==> src/rtl/cube_pkg.sv <==
// Shared cube move types, face/rotation encodings and the move legality helper.
// Pure declarations: no latency, no flow control.
package cube_pkg;

    localparam int FACE_W    = 3;
    localparam int ROT_W     = 2;
    localparam int NUM_FACES = 6;

    localparam logic [FACE_W-1:0] FACE_NONE = 3'd7;

    localparam logic [ROT_W-1:0] ROT_CW     = 2'd0;
    localparam logic [ROT_W-1:0] ROT_CCW    = 2'd1;
    localparam logic [ROT_W-1:0] ROT_DOUBLE = 2'd2;

    typedef struct packed {
        logic [FACE_W-1:0] face;
        logic [ROT_W-1:0]  rot;
    } move_t;

    typedef enum logic [1:0] {
        ST_IDLE,
        ST_FETCH,
        ST_ISSUE,
        ST_DONE
    } ctrl_state_t;

    // A legal move names a real face and rotation and never turns the same face twice in a row.
    function automatic logic move_legal(input move_t m, input logic [FACE_W-1:0] last_face);
        logic face_ok;
        logic rot_ok;
        face_ok = (m.face < FACE_W'(NUM_FACES)) && (m.face != last_face);
        rot_ok  = (m.rot == ROT_CW) || (m.rot == ROT_CCW) || (m.rot == ROT_DOUBLE);
        return face_ok && rot_ok;
    endfunction

endpackage

==> src/rtl/scramble_controller_if.sv <==
// Move handshake between the scramble controller (master) and the rotation engine (slave).
// Wires only: no latency; the slave throttles through mv_ready.
interface scramble_controller_if;

    logic                       mv_valid;
    logic                       mv_ready;
    logic [cube_pkg::FACE_W-1:0] mv_face;
    logic [cube_pkg::ROT_W-1:0]  mv_rot;

    modport master (
        output mv_valid,
        output mv_face,
        output mv_rot,
        input  mv_ready
    );

    modport slave (
        input  mv_valid,
        input  mv_face,
        input  mv_rot,
        output mv_ready
    );

endinterface

==> src/rtl/scramble_controller.sv <==
// Issues SCRAMBLE_LEN legal moves sampled from the random stream; first move 2 cycles after start.
// Offered move holds stable while mv_ready is low; at most one move per two cycles.
module scramble_controller
    import cube_pkg::*;
#(
    parameter int SCRAMBLE_LEN = 20,
    parameter int CNT_W        = 5
) (
    input  logic                     clk,
    input  logic                     rst,
    input  logic                     start,
    input  logic                     abort,
    input  logic [FACE_W-1:0]        gen_face,
    input  logic [ROT_W-1:0]         gen_rot,
    scramble_controller_if.master    mv_bus,
    output logic                     busy,
    output logic                     done,
    output logic [CNT_W-1:0]         moves_issued
);

    if ((SCRAMBLE_LEN < 1) || (SCRAMBLE_LEN > ((2 ** CNT_W) - 1))) begin : g_bad_len
        $error("scramble_controller: SCRAMBLE_LEN out of range for CNT_W");
    end

    localparam logic [CNT_W-1:0] LEN_C = CNT_W'(SCRAMBLE_LEN);

    ctrl_state_t        state;
    move_t              mv_q;
    logic               valid_q;
    logic [FACE_W-1:0]  last_face;

    move_t              gen_mv;
    logic [CNT_W-1:0]   cnt_next;
    logic               hs;

    assign gen_mv   = '{face: gen_face, rot: gen_rot};
    assign cnt_next = moves_issued + CNT_W'(1);
    assign hs       = valid_q && mv_bus.mv_ready;

    assign mv_bus.mv_valid = valid_q;
    assign mv_bus.mv_face  = mv_q.face;
    assign mv_bus.mv_rot   = mv_q.rot;

    always_ff @(posedge clk or negedge rst) begin
        if (!rst) begin
            state        <= ST_IDLE;
            mv_q         <= '0;
            valid_q      <= 1'b0;
            last_face    <= FACE_NONE;
            busy         <= 1'b0;
            done         <= 1'b0;
            moves_issued <= '0;
        end else begin
            done <= 1'b0;
            case (state)
                ST_IDLE: begin
                    if (start) begin
                        state        <= ST_FETCH;
                        busy         <= 1'b1;
                        moves_issued <= '0;
                        last_face    <= FACE_NONE;
                    end
                end

                ST_FETCH: begin
                    if (abort) begin
                        state <= ST_IDLE;
                        busy  <= 1'b0;
                    end else if (move_legal(gen_mv, last_face)) begin
                        mv_q    <= gen_mv;
                        valid_q <= 1'b1;
                        state   <= ST_ISSUE;
                    end
                end

                ST_ISSUE: begin
                    // A handshake coinciding with abort still counts the move.
                    if (hs) begin
                        moves_issued <= cnt_next;
                        last_face    <= mv_q.face;
                        valid_q      <= 1'b0;
                        if (abort) begin
                            state <= ST_IDLE;
                            busy  <= 1'b0;
                        end else if (cnt_next == LEN_C) begin
                            state <= ST_DONE;
                            busy  <= 1'b0;
                            done  <= 1'b1;
                        end else begin
                            state <= ST_FETCH;
                        end
                    end else if (abort) begin
                        state   <= ST_IDLE;
                        valid_q <= 1'b0;
                        busy    <= 1'b0;
                    end
                end

                ST_DONE: begin
                    state <= ST_IDLE;
                end

                default: begin
                    state   <= ST_IDLE;
                    valid_q <= 1'b0;
                    busy    <= 1'b0;
                end
            endcase
        end
    end

endmodule

==> src/flat_wrapper.sv <==
// flat-port wrapper written by rule: the top's interface ports become plain ports
module scramble_controller_flat import cube_pkg::*;
#(
    parameter int SCRAMBLE_LEN = 20,
    parameter int CNT_W        = 5
)
  (clk, rst, start, abort, gen_face, gen_rot, busy, done, moves_issued, mv_bus_mv_valid, mv_bus_mv_face, mv_bus_mv_rot, mv_bus_mv_ready);
  scramble_controller_if mv_bus_i ();
  input  logic clk;
  input  logic rst;
  input  logic start;
  input  logic abort;
  input  logic [FACE_W-1:0] gen_face;
  input  logic [ROT_W-1:0] gen_rot;
  output logic busy;
  output logic done;
  output logic [CNT_W-1:0] moves_issued;
  output wire logic [$bits(mv_bus_i.mv_valid)-1:0] mv_bus_mv_valid;
  output wire logic [$bits(mv_bus_i.mv_face)-1:0] mv_bus_mv_face;
  output wire logic [$bits(mv_bus_i.mv_rot)-1:0] mv_bus_mv_rot;
  input wire logic [$bits(mv_bus_i.mv_ready)-1:0] mv_bus_mv_ready;
  assign mv_bus_mv_valid = mv_bus_i.mv_valid;
  assign mv_bus_mv_face = mv_bus_i.mv_face;
  assign mv_bus_mv_rot = mv_bus_i.mv_rot;
  assign mv_bus_i.mv_ready = mv_bus_mv_ready;
  scramble_controller #(.SCRAMBLE_LEN(SCRAMBLE_LEN), .CNT_W(CNT_W)) u_core (.clk(clk), .rst(rst), .start(start), .abort(abort), .gen_face(gen_face), .gen_rot(gen_rot), .mv_bus(mv_bus_i), .busy(busy), .done(done), .moves_issued(moves_issued));
endmodule
==> config.mk <==
export PLATFORM = sky130hd
export DESIGN_NAME = scramble_controller_flat
export DESIGN_NICKNAME = d
export VERILOG_FILES = /design/src/rtl/cube_pkg.sv /design/src/rtl/scramble_controller_if.sv /design/src/rtl/scramble_controller.sv /design/src/flat_wrapper.sv
export SDC_FILE = /design/constraint.sdc
export NUM_CORES = 1
export LEC_CHECK = 0
export CORE_ASPECT_RATIO = 1.2
export CORE_MARGIN = 2
export CORE_UTILIZATION = 44
export CTS_CLUSTER_SIZE = 10
export DETAILED_ROUTE_END_ITERATION = 8
export MAX_ROUTING_LAYER = met4
export PLACE_DENSITY = 0.74
export SLEW_MARGIN = 10
export SYNTH_ARGS = -nofsm -noshare
export SYNTH_HDL_FRONTEND = slang
export SYNTH_SLANG_ARGS = --single-unit
==> constraint.sdc <==
create_clock -name clk -period 1.65 [get_ports clk]
set_input_delay 0.33 -clock clk [delete_from_list [all_inputs] [get_ports clk]]
set_output_delay 0.33 -clock clk [all_outputs]
set_load 0.1 [all_outputs]
==> impl_metrics.toml <==
[yosys]
synth_area_leaders = "dfrtp_1 (37%), dfstp_2 (7.7%), ha_1 (7.4%)"
syn_inst = 91
synth_top_area_share = 0.368
synth_cell_types = 30
async_flop_share = 1.00
synth_adder_area_share = 0.0735
synth_flop_cell = "dfrtp_1"
synthTopCellsByCount = "dfrtp_1 (15), nor2_1 (7), ha_1 (6)"
synth_seq_cells = 18
synth_compound_area_frac = 0.167
netlist_area_sq_um = 1020
synth_largest_area_cell = "dfrtp_1"
synthSimpleGateAreaFrac = 0.156
synthMuxAreaShare = 0.0931
synth_xor_area_frac = 0.0429
synth.avg_cell_area_sq_um = 11.2
yosysMostFrequentCell = "dfrtp_1"
synth_edf_count = 0
yosysSeqAreaShare = 0.445
ys_warn_count = 0
synth_top_family_by_area = "compound AO/OA/AOI/OAI gates"
synthesis.nets = 107

[final_layout]
final_cell_area_sq_um = 1670
fin_cells = 164
syn_to_final_growth_pct = 63.6
drive_gt1_frac = 0.489
antennaDiodeCount = 0
nets = 150

[critical_path]
cp_cell_sequence = "inv_2 -> ha_2 -> nor2b_4 -> nor2b_1 -> a211oi_2 -> mux2i_1"
worst_setup_path_start_kind = "flop"
cpMaxStageDelayCell = "dfrtp_1"
cp-end-kind = "flop"
worstSetupPathType = "reg2reg"
critical_path_required_ps = 1870
critPathMaxFanout = 4
arrival_ps = 1870
critPathMaxStageDelay_ps = 400

[sta]
fmax_mhz = 605
slew_headroom = 0.768
rsz0062_at_grt = "true"
finalMaxSlewViolations = 0
setup_viol = 1
final_hold_viol_count = 0
min_period_ps = 1650
tightest_slew_ps = 345
fin_crit_sh = 1.00
finalSetupTns_ps = -2.60
finalWorstSetupSlack_ps = -2.60
final.setup_skew_ps = 10.3

[place]
portBuffers = 22
place_area_sq_um = 1510
place_congestion = 0.765
dp_hpwl_um = 1810
place_inst = 156

[drt]
routed_wirelength_um = 2620
wl_per_cell_um = 15.9
antenna_left = 0
drt_iter0_drc = 14
drtPass1Iterations = 4
vias = 866
drcViolationCount = 0
viasPerCell = 5.28

[outcome]
violations = "negative setup slack"
outcome = "finished, violations left"

[power]
cellPowerDensity_nw_per_um2 = 2030
comb_power_share = 0.679
fin_total_pwr_w = 0.00339
p_int_w = 0.00174
max-vdd-ir-drop_mv = 1.81
leakage_nw = 0.733
switching_share = 0.485
pwr-share-seq = 0.238
p_sw_w = 0.00164
clkPwrFrac = 0.082

[die]
core_area_sq_um = 2230
die_height_um = 56.8
io-pin-count = 23
start_util = 0.457
die_w_um = 48.0
die-area_sq_um = 2720
fp-row-count = 19

[clocking]
numCtsBuffers = 3
cts_root_buffer = "clkbuf_4"
cts_max_level = 1
cts.sinks = 18
cts_tree = "yes"
clk_pin_slew_worst_paths_ps = 110
clk_latency_ps = 310
cts.path.max_buffers = 2

[global_routing]
grt_usage = 0.196
grt_pass1_wl_um = 3750
gr-total-overflow = 0
antenna_found_initial = 0
grt_pass1_vias = 854
grt_max_degree = 19

[run]
max_cap_viol_count = 0

[min_path]
worstHoldPathType = "in2async"
-- final timing paths --
check                                                     start                                    to  slack, ps  cells past startpoint
worst max register to register      u_core.state[0]$_DFFE_PN0P_           u_core.state[1]$_DFFE_PN0P_         -3                      6
min in group clk                u_core.last_face[0]$_DFFE_PN1P_       u_core.last_face[0]$_DFFE_PN1P_        530                      2
max in group asynchronous                                   rst       u_core.last_face[0]$_DFFE_PN1P_       1060                      2
worst max-delay path                u_core.state[0]$_DFFE_PN0P_           u_core.state[1]$_DFFE_PN0P_         -3                      6
worst min-delay path                                        rst  u_core.mv_bus.mv_face[1]$_DFFE_PN0P_        330                      2
worst min register to register  u_core.last_face[0]$_DFFE_PN1P_       u_core.last_face[0]$_DFFE_PN1P_        530                      2
-- layout make-up --
class	count	area (sq um)
multi-input combinational	67	632
fill	167	564
clock buffer	4	36.3
tap	31	38.8
timing repair buffer	39	485
inverter	5	18.8
sequential	18	459
-- power by group through the flow --
stage / Clock (W) / Sequential [W] / Combinational (W)
after global routing: 0.000297 / 0.000824 / 0.00241
after global placement: 0 / 0.000791 / 0.00204
after detailed placement: 0 / 0.000799 / 0.00209
after CTS: 0.000279 / 0.000797 / 0.00213
final: 0.000279 / 0.000807 / 0.00230
after floorplan: 0 / 0.00143 / 0.000642
-- critical path, delay by kind of cell (launching register included) --
kind	cells	cell delay, ps
DFF	1	400
and+or+nand+nor	2	300
AOI/OAI and AO/OA	1	300
muxes	1	270
adders and majority gates	1	190
buffers and inverters	1	100
-- placed cells by master, fill, tap and decap left out, types with 4 or more instances in the layout --
master / instances
nor2_1: 7
nand3_1: 4
clkdlybuf4s50_1: 9
mux2_4: 5
buf_4: 15
buf_12: 13
o21ai_0: 4
inv_1: 4
ha_1: 4
dfrtp_1: 11
dfrtp_2: 4
-- per-stage QoR --
| step | hold slack (ps) | utilization | worst slack [ps] |
|---|---|---|---|
| after global placement | 500 | 0.675 | -195 |
| after floorplan | 34.4 | - | -96.7 |
| after detailed placement | 502 | 0.675 | -288 |
| final | 335 | 0.747 | -2.60 |
| after CTS | 349 | 0.701 | -19.8 |
| after global routing | 358 | 0.747 | -85.0 |
-- repair_timing --
item / 4_1_cts / 5_1_grt
resized for setup: 5 / 14
pin swaps: 2 / 4
setup endpoints to repair: 8 / 13
hold buffers: 0 / 0
buffers inserted: 1 / 3
-- logic make-up (layout without fill, tap and decap cells) --
group / count (synthesis) / in the layout
muxes: 7 / 7
xor gates and xnor gates: 5 / 5
buffers and inverters: 6 / 48
adders and majority gates: 6 / 6
AOI/OAI and AO/OA: 21 / 21
DFF: 18 / 18
and+or+nand+nor: 28 / 28
-- flip-flops by register name (all words and copies together), names as in the netlist --
register,count
u_core.moves_issued,5
u_core.done,1
u_core.mv_bus.mv_face,3
u_core.mv_bus.mv_valid,1
u_core.last_face,3
u_core.busy,1
u_core.state,2
u_core.mv_bus.mv_rot,2
-- per-layer routing --
layer | vias to the layer above | global-route usage | part of all wire
met5 | - | - | 0
met1 | 436 | 0.255 | 0.42
met3 | 4 | 0.0289 | 0.031
met2 | 19 | 0.314 | 0.54
met4 | 0 | 0.0463 | 0.013
li1 | 407 | - | -
Note: power is estimated with default switching activity, not from simulation.
==> variant 1, RTL diff (same settings) <==
`CNT_W` is set to 5 in 2 places; all go to 7.
--- a/src/rtl/scramble_controller.sv
+++ b/src/rtl/scramble_controller.sv
@@ -6,3 +6,3 @@
     parameter int SCRAMBLE_LEN = 20,
-    parameter int CNT_W        = 5
+    parameter int CNT_W        = 7
 ) (
--- a/src/flat_wrapper.sv
+++ b/src/flat_wrapper.sv
@@ -4,3 +4,3 @@
     parameter int SCRAMBLE_LEN = 20,
-    parameter int CNT_W        = 5
+    parameter int CNT_W        = 7
 )
Interface: changed (resized moves_issued); port bits go from 23 to 25. No check against the original RTL was run, so the function may have changed too.
==> variant 1 against the original RTL <==
First-iteration DRC count increased by 130%; highest routed layer unchanged; final cell count increased by 30%; wire length increased by 42%; non-clock buffer count increased by 15; area after synthesis increased by 17%; worst setup slack got worse by 0.21 ns; final area increased by 25%; total power decreased by 0.89%; sequential cell count increased by 2; count of clock-buffer cells in the layout decreased by 1; the run still ends with negative setup slack left; clock power increased by 48%; sequential share of layout area decreased by 2.5 points.
==> variant 1: results (changes against the original RTL) <==
Parameter                              Value

Pwr
  P_leak ... 0.895 nW (+22%)
  Switching Fraction ... 46.5% (-2.0 points)

Synthesis
  Number of unique standard cell types used by synthesis ... 37 (+23%)
  Mean instance size in the synthesized netlist ... 9.62 sq um (-14%)
  Proportion of synthesized chip area in sequential cells ... 42.3% (-2.2 points)
  Most frequent cells after synthesis ... 17 x sky130_fd_sc_hd__dfrtp_1, 14 x sky130_fd_sc_hd__nand2_1, 10 x sky130_fd_sc_hd__o21ai_0

Final layout
  Fill cell count ... 144 (-14%)
  Final standard cell count with taps included and fillers excluded ... 213 (+30%)

Route
  Via-per-instance ratio ... 5.71 (+8.1%)
  Routed wire length ... 3730 microns (+42%)
  DRT met1 WL ... 1480 microns (+36%)

Status
  Result of the run ... finished with violations
  Failing checks ... negative setup slack

Worst setup path
  Signal arrival time at the worst endpoint ... 2.08 ns (+0.21 ns)
  Largest stage delay, worst path ... 0.43 ns (+0.03 ns)
  Top fanout value on the critical path ... 5 (+1)
  FF-to-FF Start ... u_core.last_face[0]$_DFFE_PN1P_
  Library cell contributing the largest single delay on the critical path ... sky130_fd_sc_hd__clkdlybuf4s50_1

GRT
  Global routing met2 resource utilization ... 44.7% (+13 points)
  GRT Resource Usage Total ... 24.9% (+5.3 points)
  Met3 demand-to-capacity share in global routing ... 2.43% (-0.47 points)

STA
  Maximum clock skew at final layout ... 0.00281 ns (-0.00748 ns)
  Total of endpoints with negative setup slack in the final report ... 8 (+7)
  Worst setup margin ... -0.217 ns (-0.215 ns)

Clock network
  Number of buffers inserted to repair setup after CTS ... 7 (+6)

Placed design
  Number of buffer cells added on primary ports ... 24 (+9.1%)
variant 1: cell types whose count changed after synthesis, sizes merged, moves of 3 or more:
| cell | change |
|---|---|
| nand2 | +10 |
| nand2b | +6 |
| o21ai | +5 |
| and2 | +3 |
| nor3 | -3 |
| o31ai | +3 |
variant 1: cell families (layout without fill, tap and decap cells):
logic type	Yosys count	count (layout)	synth area share, %
buf+inv	6	62	1.89
flops	20	20	42.3
mux	7	7	6.51
simple gates	51	51	23.2
compound gates	30	30	16.6
xor+xnor	3	3	2.20
fa+ha+maj	7	7	7.34
variant 1: area by class of cell:
cell class | count | area, sq um | share of cell area (%)
Clock inverter | 1 | 30.0 | 1.44
Tap cell | 33 | 41.3 | 1.97
Timing Repair Buffer | 54 | 617 | 29.5
Multi-Input combinational cell | 98 | 842 | 40.3
Clock buffer | 3 | 22.5 | 1.08
Inverter | 4 | 15.0 | 0.718
Sequential cell | 20 | 523 | 25.0
variant 1: power groups by stage:
| stage | clock network [mW] | registers (mW) | logic, mW |
|---|---|---|---|
| floorplan | 0 | 1.41 | 0.518 |
| global placement | 0 | 0.812 | 1.80 |
| detailed placement | 0 | 0.822 | 1.84 |
| CTS | 0.413 | 0.818 | 1.99 |
| global route | 0.435 | 0.834 | 2.21 |
| finish | 0.412 | 0.822 | 2.12 |
variant 1: stage by stage:
step | hold WS, ns | cell area [sq um]
global route | 0.352 | 2090
CTS | 0.361 | 2000
floorplan | 0.0344 | 1290
global placement | 0.568 | 1850
detailed placement | 0.572 | 1850
finish | 0.340 | 2090
variant 1: worst max-delay path, delay by kind of cell:
kind / cells / cell delay, ns
buf+inv: 3 / 0.74
simple gates: 2 / 0.45
mux: 1 / 0.30
compound gates: 1 / 0.26
==> variant 2, RTL diff (config.mk and constraints unchanged) <==
Made on the original files. Make the reset (`rst`) synchronous in one clocked block.
--- a/src/rtl/scramble_controller.sv
+++ b/src/rtl/scramble_controller.sv
@@ -43,3 +43,3 @@
 
-    always_ff @(posedge clk or negedge rst) begin
+    always_ff @(posedge clk) begin
         if (!rst) begin
Formal check against the unedited RTL: differs if rst is asserted again (counterexample within 4 cycles, from zero or initial values and one cycle with rst low); with rst held inactive, the same outputs for 10 cycles.
==> variant 2 against the original RTL <==
Area after synthesis is 4.3% lower; critical endpoint is now u_core.state[1]$_SDFFE_PN0P_; wire length fell by 4.3%; worst setup slack improved by 0.010 ns; final area is 4.2% lower; sequential cell count stayed put; die area shrank 4.0%; final cell count increased by 7.3%; maximum frequency up 0.63%.
Power is not compared: it rests on default switching activity, and its combinational part moved more than twofold at a synthesized area within 25%.
==> variant 2: results (changes against the original RTL) <==
Parameter                              Value

Route
  Routed wire length per instance ... 14.2 microns (-11%)
  Met2 wire len ... 1240 microns (-12%)
  DR iter-0 viols ... 6 (-8)
  Via count ... 930 (+7.4%)

Status
  Result of the run ... finished, final reports clean

GRT
  Met3 demand-to-capacity share in global routing ... 6.82% (+3.9 points)
  Global routing met2 resource utilization ... 32.3% (+0.86 points)
  GRT Resource Usage Total ... 22.9% (+3.4 points)
  Maximum number of pins on one net before global-route repair ... 11 (-8)
  Met1 track demand over resource ... 27.6% (+2.1 points)
  Vias in the first global route ... 960 (+12%)

Placed design
  Weighted congestion reported at the end of routability-driven placement ... 0.900 (+18%)
  Setup slack at placement ... -0.364 ns (-0.0764 ns)
  Cell area reported after detailed placement ... 1500 sq um (-0.33%)
  Number of placed instances with taps included ... 170 (+9.0%)

Synthesis
  Most frequent cells after synthesis ... 18 x sky130_fd_sc_hd__dfxtp_1, 9 x sky130_fd_sc_hd__mux2i_1, 8 x sky130_fd_sc_hd__nand2_1, 8 x sky130_fd_sc_hd__nor2_1
  Proportion of synthesized chip area in sequential cells ... 36.9% (-7.6 points)
  Synthesized netlist net count ... 118 (+10%)
  Number of unique standard cell types used by synthesis ... 38 (+27%)

Hold path
  Path category of the worst min-delay check ... reg2reg

Worst setup path
  Worst R2R End ... u_core.state[1]$_SDFFE_PN0P_
  Startpoint of the worst setup timing path ... abort
  R2r setup slk ... 0.02 ns (+0.02 ns)
  FF-to-FF Start ... u_core.state[1]$_SDFFE_PN0P_

Final layout
  Fill cell count ... 145 (-13%)

STA
  Maximum clock skew at final layout ... 0.00526 ns (-0.00504 ns)
  Slew at the pin closest to its max-slew limit ... 0.334 ns (-0.0112 ns)
  Total of endpoints with negative setup slack in the final report ... 0 (-1)
-- variant 2: repair_timing --
action                                  in CTS  in global routing
setup buffers                                2                  0
endpoints found under the setup margin       7                 12
resized for setup                            9                  7
pin swaps                                    0                  2
-- variant 2: worst max-delay path by stage --
stage | end | slack, ns | cells after the start
3_3_place_gp | u_core.state[1]$_SDFFE_PN0P_ | -0.27 | 5
3_5_place_dp | u_core.state[0]$_SDFFE_PN0P_ | -0.36 | 5
5_1_grt | u_core.state[1]$_SDFFE_PN0P_ | -0.06 | 6
4_1_cts | u_core.state[1]$_SDFFE_PN0P_ | -0.009 | 6
2_1_floorplan | u_core.moves_issued[4]$_SDFFE_PN0P_ | 0.01 | 6
6_report | u_core.state[1]$_SDFFE_PN0P_ | 0.008 | 5
-- variant 2: cell type report --
type | count | area (sq um) | area share, %
Sequential cell | 18 | 378 | 23.6
Clock buffer | 3 | 22.5 | 1.41
Timing Repair Buffer | 40 | 484 | 30.3
Tap cell | 30 | 37.5 | 2.35
Multi-Input combinational cell | 79 | 656 | 41.0
Clock inverter | 1 | 3.75 | 0.235
Inverter | 5 | 18.8 | 1.17
-- variant 2: logic make-up (layout without fill, tap and decap cells) --
logic type / count (synthesis) / in the layout / share of synthesized area [%]
mux: 9 / 9 / 9.22
fa+ha+maj: 6 / 6 / 7.68
xor+xnor: 5 / 5 / 4.48
simple gates: 36 / 36 / 20.2
buf+inv: 5 / 49 / 1.92
compound gates: 23 / 23 / 19.6
flops: 18 / 18 / 36.9
-- variant 2: worst max-delay path: stages --
cell	delay, ns
sky130_fd_sc_hd__clkdlybuf4s50_1	0.47
sky130_fd_sc_hd__nand2b_1	0.20
sky130_fd_sc_hd__or4_4	0.56
sky130_fd_sc_hd__a21o_1	0.20
sky130_fd_sc_hd__a21oi_2	0.11
